--- config.mk ---
export PLATFORM = sky130hd
export DESIGN_NAME = perf_counter_csr
export DESIGN_NICKNAME = d
export VERILOG_FILES = /design/src/rtl/perf_counter_csr.sv
export SDC_FILE = /design/constraint.sdc
export NUM_CORES = 1
export LEC_CHECK = 0
export BUFFER_PORTS_ARGS = -buffer_cell sky130_fd_sc_hd__buf_2
export CAP_MARGIN = 20
export CORE_AREA = 5 5 149 151
export CTS_BUF_LIST = sky130_fd_sc_hd__clkbuf_16
export CTS_CLUSTER_SIZE = 12
export DETAILED_ROUTE_END_ITERATION = 8
export DIE_AREA = 0 0 154 156
export HOLD_SLACK_MARGIN = 0.08
export PLACE_DENSITY_LB_ADDON = 0.05
export SETUP_SLACK_MARGIN = 0.02
export SLEW_MARGIN = 10
export SYNTH_ARGS = -nofsm -noshare
export SYNTH_HDL_FRONTEND = slang
export SYNTH_SLANG_ARGS = --single-unit
--- constraint.sdc ---
create_clock -name i_clk -period 6.3 [get_ports i_clk]
set_input_delay 0.315 -clock i_clk [delete_from_list [all_inputs] [get_ports i_clk]]
set_output_delay 0.315 -clock i_clk [all_outputs]
set_load 0.01 [all_outputs]
--- src/rtl/perf_counter_csr.sv ---
// Machine cycle / instret performance counters with mcountinhibit and a
// registered single-cycle CSR read/write port.

module perf_cnt #(
   parameter int CNT_W = 64
) (
   input  logic             i_clk,
   input  logic             i_rst,
   input  logic             i_inc,
   input  logic             i_wr_lo,
   input  logic             i_wr_hi,
   input  logic [31:0]      i_wdata,
   output logic [CNT_W-1:0] o_cnt
);
   logic [CNT_W-1:0] r_cnt;

   // A CSR write wins over the increment; the written value lands exactly.
   always_ff @(posedge i_clk or posedge i_rst) begin
      if (i_rst)        r_cnt <= '0;
      else if (i_wr_lo) r_cnt <= {r_cnt[CNT_W-1:32], i_wdata};
      else if (i_wr_hi) r_cnt <= {i_wdata[CNT_W-33:0], r_cnt[31:0]};
      else if (i_inc)   r_cnt <= r_cnt + CNT_W'(1);
   end

   assign o_cnt = r_cnt;
endmodule

module perf_counter_csr #(
   parameter int CNT_W      = 64,
   parameter bit USER_ALIAS = 1'b1
) (
   input  logic             i_clk,
   input  logic             i_rst,
   input  logic             i_instret_pulse,
   input  logic             i_halt,
   input  logic [11:0]      i_csr_addr,
   input  logic             i_csr_rd_en,
   input  logic             i_csr_wr_en,
   input  logic [31:0]      i_csr_wdata,
   output logic [31:0]      o_csr_rdata,
   output logic             o_csr_valid,
   output logic             o_csr_err,
   output logic [CNT_W-1:0] o_cycle_count,
   output logic [CNT_W-1:0] o_instret_count
);
   localparam int NCNT = 2;  // index 0 = mcycle, 1 = minstret

   logic                       r_inh_cy, r_inh_ir;
   logic                       r_valid, r_err;
   logic [31:0]                r_rdata;

   logic [NCNT-1:0][CNT_W-1:0] w_cnt;
   logic [NCNT-1:0]            w_inc, w_wr_lo, w_wr_hi;
   logic                       w_is_cnt, w_is_inh, w_is_hi, w_alias, w_idx;
   logic                       w_req, w_legal, w_err, w_wr_ok, w_rd_ok;
   logic [31:0]                w_rdval;

   always_comb begin
      w_is_cnt = 1'b0;
      w_is_inh = 1'b0;
      w_is_hi  = 1'b0;
      w_alias  = 1'b0;
      w_idx    = 1'b0;
      case (i_csr_addr)
         12'hB00: begin w_is_cnt = 1'b1; end
         12'hB80: begin w_is_cnt = 1'b1; w_is_hi = 1'b1; end
         12'hB02: begin w_is_cnt = 1'b1; w_idx = 1'b1; end
         12'hB82: begin w_is_cnt = 1'b1; w_idx = 1'b1; w_is_hi = 1'b1; end
         12'h320: begin w_is_inh = 1'b1; end
         12'hC00: if (USER_ALIAS) begin w_is_cnt = 1'b1; w_alias = 1'b1; end
         12'hC80: if (USER_ALIAS) begin w_is_cnt = 1'b1; w_alias = 1'b1; w_is_hi = 1'b1; end
         12'hC02: if (USER_ALIAS) begin w_is_cnt = 1'b1; w_alias = 1'b1; w_idx = 1'b1; end
         12'hC82: if (USER_ALIAS) begin
            w_is_cnt = 1'b1; w_alias = 1'b1; w_idx = 1'b1; w_is_hi = 1'b1;
         end
         default: ;
      endcase
   end

   assign w_req   = i_csr_rd_en | i_csr_wr_en;
   assign w_legal = w_is_cnt | w_is_inh;
   assign w_err   = w_req & ((i_csr_rd_en & i_csr_wr_en) | ~w_legal | (i_csr_wr_en & w_alias));
   assign w_wr_ok = i_csr_wr_en & ~i_csr_rd_en & w_legal & ~w_alias;
   assign w_rd_ok = i_csr_rd_en & ~i_csr_wr_en & w_legal;

   // Reads see the pre-increment counter value; upper half is zero-extended.
   always_comb begin
      if (w_is_inh)     w_rdval = {29'b0, r_inh_ir, 1'b0, r_inh_cy};
      else if (w_is_hi) w_rdval = 32'(w_cnt[w_idx] >> 32);
      else              w_rdval = w_cnt[w_idx][31:0];
   end

   // Increments use the inhibit bits as they stood before this edge.
   assign w_inc[0] = ~i_halt & ~r_inh_cy;
   assign w_inc[1] = i_instret_pulse & ~i_halt & ~r_inh_ir;

   for (genvar k = 0; k < NCNT; k++) begin : g_cnt
      assign w_wr_lo[k] = w_wr_ok & w_is_cnt & (w_idx == k[0]) & ~w_is_hi;
      assign w_wr_hi[k] = w_wr_ok & w_is_cnt & (w_idx == k[0]) &  w_is_hi;
      perf_cnt #(.CNT_W(CNT_W)) u_cnt (
         .i_clk   (i_clk),
         .i_rst   (i_rst),
         .i_inc   (w_inc[k]),
         .i_wr_lo (w_wr_lo[k]),
         .i_wr_hi (w_wr_hi[k]),
         .i_wdata (i_csr_wdata),
         .o_cnt   (w_cnt[k])
      );
   end

   always_ff @(posedge i_clk or posedge i_rst) begin
      if (i_rst) begin
         r_inh_cy <= 1'b0;
         r_inh_ir <= 1'b0;
         r_valid  <= 1'b0;
         r_err    <= 1'b0;
         r_rdata  <= '0;
      end else begin
         if (w_wr_ok && w_is_inh) begin
            r_inh_cy <= i_csr_wdata[0];
            r_inh_ir <= i_csr_wdata[2];
         end
         r_valid <= w_req;
         r_err   <= w_err;
         r_rdata <= w_rd_ok ? w_rdval : 32'b0;
      end
   end

   assign o_csr_rdata     = r_rdata;
   assign o_csr_valid     = r_valid;
   assign o_csr_err       = r_err;
   assign o_cycle_count   = w_cnt[0];
   assign o_instret_count = w_cnt[1];
endmodule

==> impl_metrics.tcl <==
set metrics [dict create \
    outcome "completed" \
    antenna_found_initial 0 \
    synth_area_leaders "dfrtp_1 (40%), nor2_1 (4.6%), nand2_1 (4.3%), mux2i_1 (3.5%), nand3_1 (3.3%)" \
    cts-root-buf "clkbuf_16" \
    setup_slack_ns 3.174 \
    ant_nets 0 \
    async_reset_ff_share_pct 100.0 \
    yosysTopAreaCellShare_pct 40.23 \
    setup_violations 0 \
    critical_path.startpoint_type "flop" \
    syn_inst 1184 \
    crit_family "simple AND/OR/NAND/NOR gates" \
    tightest_slew_ns 1.138 \
    worstPathArrival_ns 3.45 \
    r2r-end "g_cnt[0].u_cnt.o_cnt[54]" \
    cts_buffer_depth 2 \
    numCtsBuffers 17 \
    relSlewSlack_pct 23.87 \
    reg2reg_from "g_cnt[0].u_cnt.o_cnt[1]" \
    layout.nets 1413 \
    cts_sinks 164 \
    port_buffers 211 \
    cts_tree "yes" \
    area_delta_synth_final_pct 18.51 \
    yosysSeqAreaShare_pct 40.23 \
    cts_resized 0 \
    synth_xor_area_share_pct 3.005 \
    synth_edf_count 0 \
    synth_mux_area_share_pct 3.863 \
    htree_levels 4 \
    fillers 1924 \
    fin_util_pct 58.44 \
    drive_above_1_share_pct 20.96 \
    ctsHoldBuffers 0 \
    start_util_pct 49.31 \
    tns_ns 0 \
    crit_buf_inv 0 \
    vias 11060 \
    yosysUniqueCellTypes 74 \
    final_cell_mix "buf_2 (211), dfrtp_1 (164), nor2_1 (122), nand2_1 (117), nand3_1 (68)" \
    ys_ff_latch 164 \
    maxSlewViolCount 0 \
    core-area_um2 20690 \
    final_common_cell "buf_2" \
    crit_fanout 10 \
    syn_nets 1236 \
    cp.required_ns 6.62 \
    grt_pass1_wl_um 63720 \
    post-route-drc-count 0 \
    dieWidth_um 154 \
    grt_pass1_vias 10090 \
    slowest_delay_ns 0.67 \
    track_usage_pct 34.69 \
    worstSetupPathType "flop to flop" \
    rr_worst_depth 7 \
    worstPathCellList "ha_1 > nand3_1 > nor2_1 > nand4_1 > nor4_4 > a21oi_1 > a211o_1" \
    routed_wirelength_um 42760 \
    placed_area_um2 11440 \
    fmax_mhz 319.9 \
    reg2reg_slack_ns 3.17 \
    first_pass_iters 6 \
    fp.dieH_um 156 \
    critPathSlowestCell "nor2_1" \
    power_density_nw_per_um2 221.9 \
    finalCritPeriodShare_pct 49.62 \
    yosys.area.top_type "dfrtp_1" \
    ys_warn_count 0 \
    end_kind "flop" \
    row_count 53 \
    overflow 0 \
    synth_area_um2 10200 \
    clock_skew_ns 0.01369 \
    final_cell_area_um2 12090 \
    dp_hpwl_um 31840 \
    design.die.area_um2 24020 \
    synth_compound_area_share_pct 20.04 \
    vias_per_cell 6.705 \
    synthAdderAreaFrac_pct 0.2453 \
    synth_top_flop_cell "dfrtp_1" \
    routedWlPerCell_um 25.93 \
    synth_top_family_by_area "simple AND/OR/NAND/NOR gates" \
    hold_path.class "input pin to async pin" \
    vdd_drop_max_mv 0.1873 \
    num_io_pins 212 \
    initialDrtViolationCount 1477 \
    globalplace.congestion 0.9872 \
    synthSimpleGateAreaFrac_pct 29.20 \
    min_period_ns 3.126 \
    post-place-ws_ns 2.883 \
    leakagePower_uw 0.005282 \
    antennaDiodeCount 0 \
    syn_area_per_cell_um2 8.617 \
    hold_viol 0 \
    clk_latency_ns 0.44 \
    maxCapViolations 0 \
    rsz0062_at_grt "no" \
    cts.clk_slew.worst_paths_ns 0.07 \
    grt_max_degree 95 \
    cts_setup_buffers 0 \
]
[layout make-up]
class / instances / area [um^2] / area share [%]
multi-input combinational: 935 / 5767 / 47.70
clock buffer: 17 / 425.4 / 3.519
clock inverter: 15 / 203.9 / 1.687
sequential: 164 / 4104 / 33.94
inverter: 18 / 72.57 / 0.6002
timing repair buffer: 225 / 1174 / 9.707
tap: 275 / 344.1 / 2.846
[power by group]
part | total, uW | switching, uW | internal, uW
logic | 302 | 185 | 117
registers | 1230 | 130 | 1100
clock network | 1150 | 480 | 669
[cells in the mapped netlist (all sizes together), types with 15 or more instances]
library cell  count
a211oi           41
a21oi            58
a22oi            20
and3             23
and4             21
buf              25
clkbuf           42
dfrtp           164
inv              17
mux2i            36
nand2           120
nand3            72
nand4            54
nor2            126
nor3             57
nor4             20
o211ai           20
o21ai            55
o22a             30
xnor2            20
xor2             15
[routing by layer]
layer | GRT usage, % | up-vias | wire length (um)
met5 | 0 | - | 0
li1 | - | 4849 | -
met3 | 9.182 | 98 | 5284
met4 | 10.43 | 0 | 1176
met2 | 52.37 | 706 | 19050
met1 | 49.20 | 5404 | 17250
[sequential cells by signal, indices dropped and copies added (netlist names)]
name	flops
g_cnt.u_cnt.o_cnt	128
o_csr_rdata	32
o_csr_err	1
o_csr_valid	1
r_inh_cy	1
r_inh_ir	1
[metrics by stage]
stage / instances / hold slack (ns) / total power, uW
after detailed placement: 1616 / 0.5586 / 1543
after CTS: 1648 / 0.1197 / 2673
after global routing: 1649 / 0.1506 / 2770
after global placement: 1616 / 0.5453 / 1539
final: 1649 / 0.06990 / 2683
after floorplan: 1184 / 0.4243 / 1359
[cells by family (layout without fill, tap and decap cells)]
group           count (synthesis)  in the layout
mux                            39             39
xor+xnor                       35             35
fa+ha+maj                       2              2
simple gates                  563            563
buf+inv                        85            275
flops                         164            164
compound gates                296            296
[how the worst max path moves through the flow]
stage	slack, ns	endpoint	startpoint	cells after the start
after CTS	3.26	g_cnt[0].u_cnt.o_cnt[54]	g_cnt[0].u_cnt.o_cnt[1]	7
after detailed placement	2.88	g_cnt[0].u_cnt.o_cnt[26]	i_csr_addr[1]	8
final	3.17	g_cnt[0].u_cnt.o_cnt[54]	g_cnt[0].u_cnt.o_cnt[1]	7
after global routing	3.04	g_cnt[0].u_cnt.o_cnt[54]	g_cnt[0].u_cnt.o_cnt[1]	7
after global placement	2.93	g_cnt[0].u_cnt.o_cnt[26]	i_csr_addr[1]	8
after floorplan	1.55	g_cnt[0].u_cnt.o_cnt[0]	i_rst	1
(Power assumes the default switching activity.)
